==> src/rtl/immgen_pipe.sv <==
// immgen_pipe: registered immediate generator for the decode stage.
// Classifies a 32-bit instruction's immediate format, extends the immediate
// to XLEN and passes it out through a 2-entry (main + skid) buffer so the
// upstream ready never depends combinationally on the downstream ready.
//
// Ports:
//   i_clk, i_rst        clock (rising edge), asynchronous active-high reset
//   i_valid / o_ready   input handshake
//   i_instr, i_tag      instruction word and pass-through sideband
//   o_valid / i_ready   output handshake
//   o_imm, o_fmt        extended immediate and format code (0 R .. 6 Z, 7 none)
//   o_illegal, o_tag    unrecognised instruction flag and its tag
module immgen_pipe #(
  parameter int unsigned XLEN    = 32,
  parameter bit          ZIMM_EN = 1'b1,
  parameter int unsigned TAG_W   = 32
) (
  input  logic             i_clk,
  input  logic             i_rst,
  input  logic             i_valid,
  output logic             o_ready,
  input  logic [31:0]      i_instr,
  input  logic [TAG_W-1:0] i_tag,
  output logic             o_valid,
  input  logic             i_ready,
  output logic [XLEN-1:0]  o_imm,
  output logic [2:0]       o_fmt,
  output logic             o_illegal,
  output logic [TAG_W-1:0] o_tag
);

  localparam logic [2:0] FMT_R    = 3'd0;
  localparam logic [2:0] FMT_I    = 3'd1;
  localparam logic [2:0] FMT_S    = 3'd2;
  localparam logic [2:0] FMT_B    = 3'd3;
  localparam logic [2:0] FMT_U    = 3'd4;
  localparam logic [2:0] FMT_J    = 3'd5;
  localparam logic [2:0] FMT_Z    = 3'd6;
  localparam logic [2:0] FMT_NONE = 3'd7;

  typedef struct packed {
    logic [XLEN-1:0]  imm;
    logic [2:0]       fmt;
    logic             ill;
    logic [TAG_W-1:0] tag;
  } entry_t;

  localparam entry_t RST_ENTRY = '{imm: '0, fmt: FMT_NONE, ill: 1'b0, tag: '0};

  logic [6:0]      w_opc;
  logic [31:0]     w_imm32;
  logic            w_sext;
  logic [2:0]      w_fmt;
  logic            w_ill;
  logic [XLEN-1:0] w_imm;
  entry_t          w_in;

  entry_t r_main;
  entry_t r_skid;
  logic   r_main_valid;
  logic   r_skid_valid;
  logic   r_ready;

  logic w_accept;
  logic w_drain;
  logic w_main_valid_nxt;
  logic w_skid_valid_nxt;
  logic w_main_ld_skid;
  logic w_main_ld_in;
  logic w_skid_ld_in;

  assign w_opc = i_instr[6:0];

  // Immediate decode; w_imm32 is already 32-bit sign-extended where needed
  always_comb begin
    w_fmt   = FMT_NONE;
    w_ill   = 1'b1;
    w_imm32 = '0;
    w_sext  = 1'b0;
    if (i_instr[1:0] == 2'b11) begin
      w_ill = 1'b0;
      case (w_opc)
        7'h33: w_fmt = FMT_R;
        7'h13, 7'h03, 7'h67, 7'h0F: begin
          w_fmt   = FMT_I;
          w_imm32 = {{20{i_instr[31]}}, i_instr[31:20]};
          w_sext  = 1'b1;
        end
        7'h23: begin
          w_fmt   = FMT_S;
          w_imm32 = {{20{i_instr[31]}}, i_instr[31:25], i_instr[11:7]};
          w_sext  = 1'b1;
        end
        7'h63: begin
          w_fmt   = FMT_B;
          w_imm32 = {{19{i_instr[31]}}, i_instr[31], i_instr[7], i_instr[30:25],
                     i_instr[11:8], 1'b0};
          w_sext  = 1'b1;
        end
        7'h6F: begin
          w_fmt   = FMT_J;
          w_imm32 = {{11{i_instr[31]}}, i_instr[31], i_instr[19:12], i_instr[20],
                     i_instr[30:21], 1'b0};
          w_sext  = 1'b1;
        end
        7'h37, 7'h17: begin
          w_fmt   = FMT_U;
          w_imm32 = {i_instr[31:12], 12'b0};
          w_sext  = 1'b1;
        end
        7'h73: begin
          if (ZIMM_EN && i_instr[14]) begin
            w_fmt   = FMT_Z;
            w_imm32 = {27'b0, i_instr[19:15]};
          end else begin
            w_fmt   = FMT_I;
            w_imm32 = {{20{i_instr[31]}}, i_instr[31:20]};
            w_sext  = 1'b1;
          end
        end
        default: begin
          w_fmt = FMT_NONE;
          w_ill = 1'b1;
        end
      endcase
    end
    // Widening to XLEN: sign from bit 31 (RV64 U included), zero for Z/R/none
    if (w_sext) w_imm = XLEN'($signed(w_imm32));
    else        w_imm = XLEN'(w_imm32);
  end

  always_comb begin
    w_in = '{imm: w_imm, fmt: w_fmt, ill: w_ill, tag: i_tag};
  end

  assign w_accept = i_valid && r_ready;
  assign w_drain  = r_main_valid && i_ready;

  // Main/skid steering: the skid always has priority into a free main slot
  always_comb begin
    w_main_valid_nxt = r_main_valid;
    w_skid_valid_nxt = r_skid_valid;
    w_main_ld_skid   = 1'b0;
    w_main_ld_in     = 1'b0;
    w_skid_ld_in     = 1'b0;
    if (!r_main_valid || w_drain) begin
      if (r_skid_valid) begin
        w_main_ld_skid   = 1'b1;
        w_main_valid_nxt = 1'b1;
        w_skid_valid_nxt = w_accept;
        w_skid_ld_in     = w_accept;
      end else if (w_accept) begin
        w_main_ld_in     = 1'b1;
        w_main_valid_nxt = 1'b1;
      end else begin
        w_main_valid_nxt = 1'b0;
      end
    end else if (w_accept) begin
      w_skid_ld_in     = 1'b1;
      w_skid_valid_nxt = 1'b1;
    end
  end

  // Storage; ready is its own flop so it never sees i_ready combinationally
  always_ff @(posedge i_clk or posedge i_rst) begin
    if (i_rst) begin
      r_main       <= RST_ENTRY;
      r_skid       <= RST_ENTRY;
      r_main_valid <= 1'b0;
      r_skid_valid <= 1'b0;
      r_ready      <= 1'b1;
    end else begin
      r_main_valid <= w_main_valid_nxt;
      r_skid_valid <= w_skid_valid_nxt;
      r_ready      <= !w_skid_valid_nxt;
      if (w_main_ld_skid)    r_main <= r_skid;
      else if (w_main_ld_in) r_main <= w_in;
      if (w_skid_ld_in)      r_skid <= w_in;
    end
  end

  assign o_ready   = r_ready;
  assign o_valid   = r_main_valid;
  assign o_imm     = r_main.imm;
  assign o_fmt     = r_main.fmt;
  assign o_illegal = r_main.ill;
  assign o_tag     = r_main.tag;

endmodule

==> config.mk <==
export PLATFORM = sky130hd
export DESIGN_NAME = immgen_pipe
export DESIGN_NICKNAME = d
export VERILOG_FILES = /design/src/rtl/immgen_pipe.sv
export SDC_FILE = /design/constraint.sdc
export NUM_CORES = 1
export LEC_CHECK = 0
export CORE_MARGIN = 2
export CORE_UTILIZATION = 45
export DETAILED_ROUTE_END_ITERATION = 10
export PLACE_DENSITY = 0.76
export SYNTH_ARGS = -nofsm -noshare
export SYNTH_HDL_FRONTEND = slang
export SYNTH_SLANG_ARGS = --single-unit
==> constraint.sdc <==
create_clock -name i_clk -period 4.85 [get_ports i_clk]
set_input_delay 0.97 -clock i_clk [delete_from_list [all_inputs] [get_ports i_clk]]
set_output_delay 0.97 -clock i_clk [all_outputs]
set_load 0.05 [all_outputs]
==> flow_summary.json <==
{
  "p_leak_nw": 3.877,
  "slowest_delay_ns": 0.71,
  "gr-usage-all-layers": 0.2410,
  "path_max_fanout": 17,
  "synth_largest_area_cell": "dfrtp_1",
  "criticalPathCategory": "in2reg",
  "ys.flop_type": "dfrtp_1",
  "postCtsHoldBufs": 0,
  "die_area_sq_mm": 0.01447,
  "start_util": 0.4596,
  "syn_area_per_cell_sq_um": 10.33,
  "ctsLongestPathBuffers": 2,
  "clkSinkCount": 139,
  "grt_pass1_vias": 5249,
  "min_period_ns": 3.313,
  "synth_edf_count": 0,
  "critPathArrivalTime_ns": 3.66,
  "slowest_stage": "or4_2",
  "fin_hold_ws_ns": 0.4782,
  "reg2reg_from": "o_ready",
  "syn_inst": 589,
  "fin_crit_sh": 0.6830,
  "rows": 42,
  "synth.top_cells.by_area": "dfrtp_1 (54%), nand2_1 (8.2%), a222oi_1 (7.1%)",
  "syn_area_sq_mm": 0.006086,
  "p_per_area_mw_per_mm2": 643.6,
  "nets": 777,
  "postCtsResizedCells": 0,
  "yosys_warnings": 0,
  "reg2reg_slack_ns": 2.47,
  "drv_slew": 0,
  "fill_cells": 1081,
  "grt_overflow": 0,
  "insertion_delay_ns": 0.42,
  "min_from": "r_skid[13]",
  "vias_per_cell": 5.997,
  "clkTransAtPathRegs_ns": 0.06,
  "ys_seq_area_frac": 0.5730,
  "wl_per_cell_um": 18.80,
  "status": "complete, no violations",
  "setup_viol": 0,
  "drtAntennaViolNets": 0,
  "crit_buf_inv": 2,
  "grt_max_degree": 108,
  "numCtsBuffers": 17,
  "min_path_cells": 2,
  "synth.ff_latch_count": 139,
  "grt_pass1_wl_mm": 27.17,
  "final.setup.tns_ns": 0,
  "drc": 0,
  "wl_mm": 16.86,
  "h-tree-depth": 4,
  "num_vias": 5379,
  "finalClockSkew_ns": 0.006553,
  "crit_path_end_kind": "flop",
  "yosysUniqueCellTypes": 56,
  "reg2reg_depth": 4,
  "worstMarginPinSlew_ns": 1.193,
  "drive_gt1_frac": 0.09293,
  "max_freq_mhz": 301.9,
  "crit_family": "simple AND/OR/NAND/NOR gates",
  "multiInputGateArea_sq_mm": 0.002246,
  "die_h_um": 120.3,
  "antenna_found_initial": 0,
  "first_iter_violations": 799,
  "dp_hpwl_mm": 10.98,
  "hold-path-endpoint": "r_skid[13]",
  "syn_to_final_growth_pct": 34.48,
  "rsz0062_at_grt": "false",
  "coreArea_sq_mm": 0.01324,
  "cts_tree": "done",
  "synth_top_area_frac": 0.5428,
  "cts_root_buf": "clkbuf_16",
  "synth-async-reset-ratio": 1.000,
  "dr.pass1.iters": 8,
  "drv_cap": 0,
  "relSlewSlack": 0.2029,
  "gp_congestion": 1.031,
  "required_ns": 5.20,
  "io_buffers": 137,
  "crit_chain": "clkdlybuf4s50_1 -> or4_2 -> a21oi_1 -> a211oi_1 -> buf_4 -> nor2_1 -> a221o_1",
  "ios": 138,
  "hp-class": "reg2reg",
  "syn_nets": 657,
  "ir_drop_mv": 0.4470,
  "post_cts_buffers": 0,
  "hold_viol": 0,
  "regArea_sq_mm": 0.003487,
  "die_width_um": 120.3,
  "r2r_end": "r_skid[56]",
  "critical_path_depth": 7,
  "startpoint_type": "input pin",
  "antenna_cells": 0
}
-- layout by cell type, fill, tap and decap left out, drive strengths merged, types with 3 or more instances in the layout --
cell type and instances:
inv 43, nand2b 5, clkdlybuf4s50 137, clkinv 4, nor2b 5, dfrtp 132
dfstp 7, o31ai 6, nor2 11, a22oi 19, nor3 8, buf 10
nand3 21, a222oi 43, nand2 134, a21o 3, bufinv 4, a21oi 10
a221o 24, clkbuf 23, and2 4, a31oi 4, o21ai 24, a211oi 4
nand4b 3, a221oi 5
-- state kept, by name, summed over array words and instances, names as in the netlist --
name and flops:
o_fmt 3, o_illegal 1, o_imm 32, o_ready 1
o_tag 32, o_valid 1, r_skid 68, r_skid_valid 1
-- kinds of logic after synthesis --
group / share of synthesized area
compound gates: 0.2062
buf+inv: 0.06312
flops: 0.5730
mux: 0.002466
simple gates: 0.1552
-- layout make-up --
| cell class | instances | share of cell area |
|---|---|---|
| Sequential cell | 139 | 0.4261 |
| Tap cell | 176 | 0.02691 |
| Timing Repair Buffer | 147 | 0.1767 |
| Clock buffer | 23 | 0.05840 |
| Inverter | 43 | 0.02033 |
| Multi-Input combinational cell | 361 | 0.2744 |
| Clock inverter | 8 | 0.01712 |
-- synthesized netlist by cell type (2+ instances only) --
master and number:
nor2_1 11, a21oi_1 9, nand2_1 133, dfstp_2 7, buf_6 6, buf_1 2, o21ai_0 17, nand2b_1 3
nor3_1 8, o31ai_1 6, a211oi_1 3, a21o_2 2, a222oi_1 43, or2_2 2, a2111oi_0 2, a221oi_1 5
nand4_1 2, nand4b_1 2, o21ai_1 7, clkbuf_1 36, and2_1 4, a22oi_1 19, dfrtp_1 132, inv_1 43
nand2b_4 2, nor4_1 2, a31oi_1 4, nor2b_1 5, and3_1 2, nand3_1 21, a221o_1 24
-- worst max path at each step --
stage	from	end	slack (ns)
after floorplan	i_rst	o_illegal	0.17
after global placement	i_instr[6]	r_skid[65]	1.24
after detailed placement	i_instr[6]	r_skid[63]	1.16
after CTS	i_instr[6]	r_skid[63]	1.60
after global routing	i_instr[6]	r_skid[56]	1.32
final	i_instr[6]	r_skid[56]	1.54
-- per-stage QoR --
step | utilization | cells | setup slack, ns | instance area (sq um) | total power [mW]
2_1_floorplan | - | 589 | 0.1671 | 6086 | 3.162
3_3_place_gp | 0.5713 | 866 | 1.239 | 7566 | 3.842
3_5_place_dp | 0.5713 | 866 | 1.157 | 7566 | 3.904
4_1_cts | 0.6180 | 897 | 1.599 | 8184 | 5.289
5_1_grt | 0.6180 | 897 | 1.320 | 8184 | 5.532
6_report | 0.6180 | 897 | 1.537 | 8184 | 5.268
-- report_power, final --
| part | leakage [nW] | total [mW] | switching [mW] | internal (mW) |
|---|---|---|---|---|
| clock network | 0.307 | 1.37 | 0.472 | 0.895 |
| registers | 1.81 | 1.79 | 0.239 | 1.55 |
| logic | 1.76 | 2.11 | 1.42 | 0.691 |
| total | 3.88 | 5.27 | 2.13 | 3.14 |
-- tightest hold or removal path: stages, from the launching register on --
cell and delay, ns:
dfrtp_1 0.34, nand2_1 0.05, nand2_1 0.05
-- routing by layer --
metal	wire, um	GRT usage	vias up
li1	-	-	2392
met4	521	0.09230	0
met3	1289	0.07500	51
met2	8070	0.3757	281
met5	0	0	-
met1	6981	0.3173	2655
(Power assumes the default switching activity.)
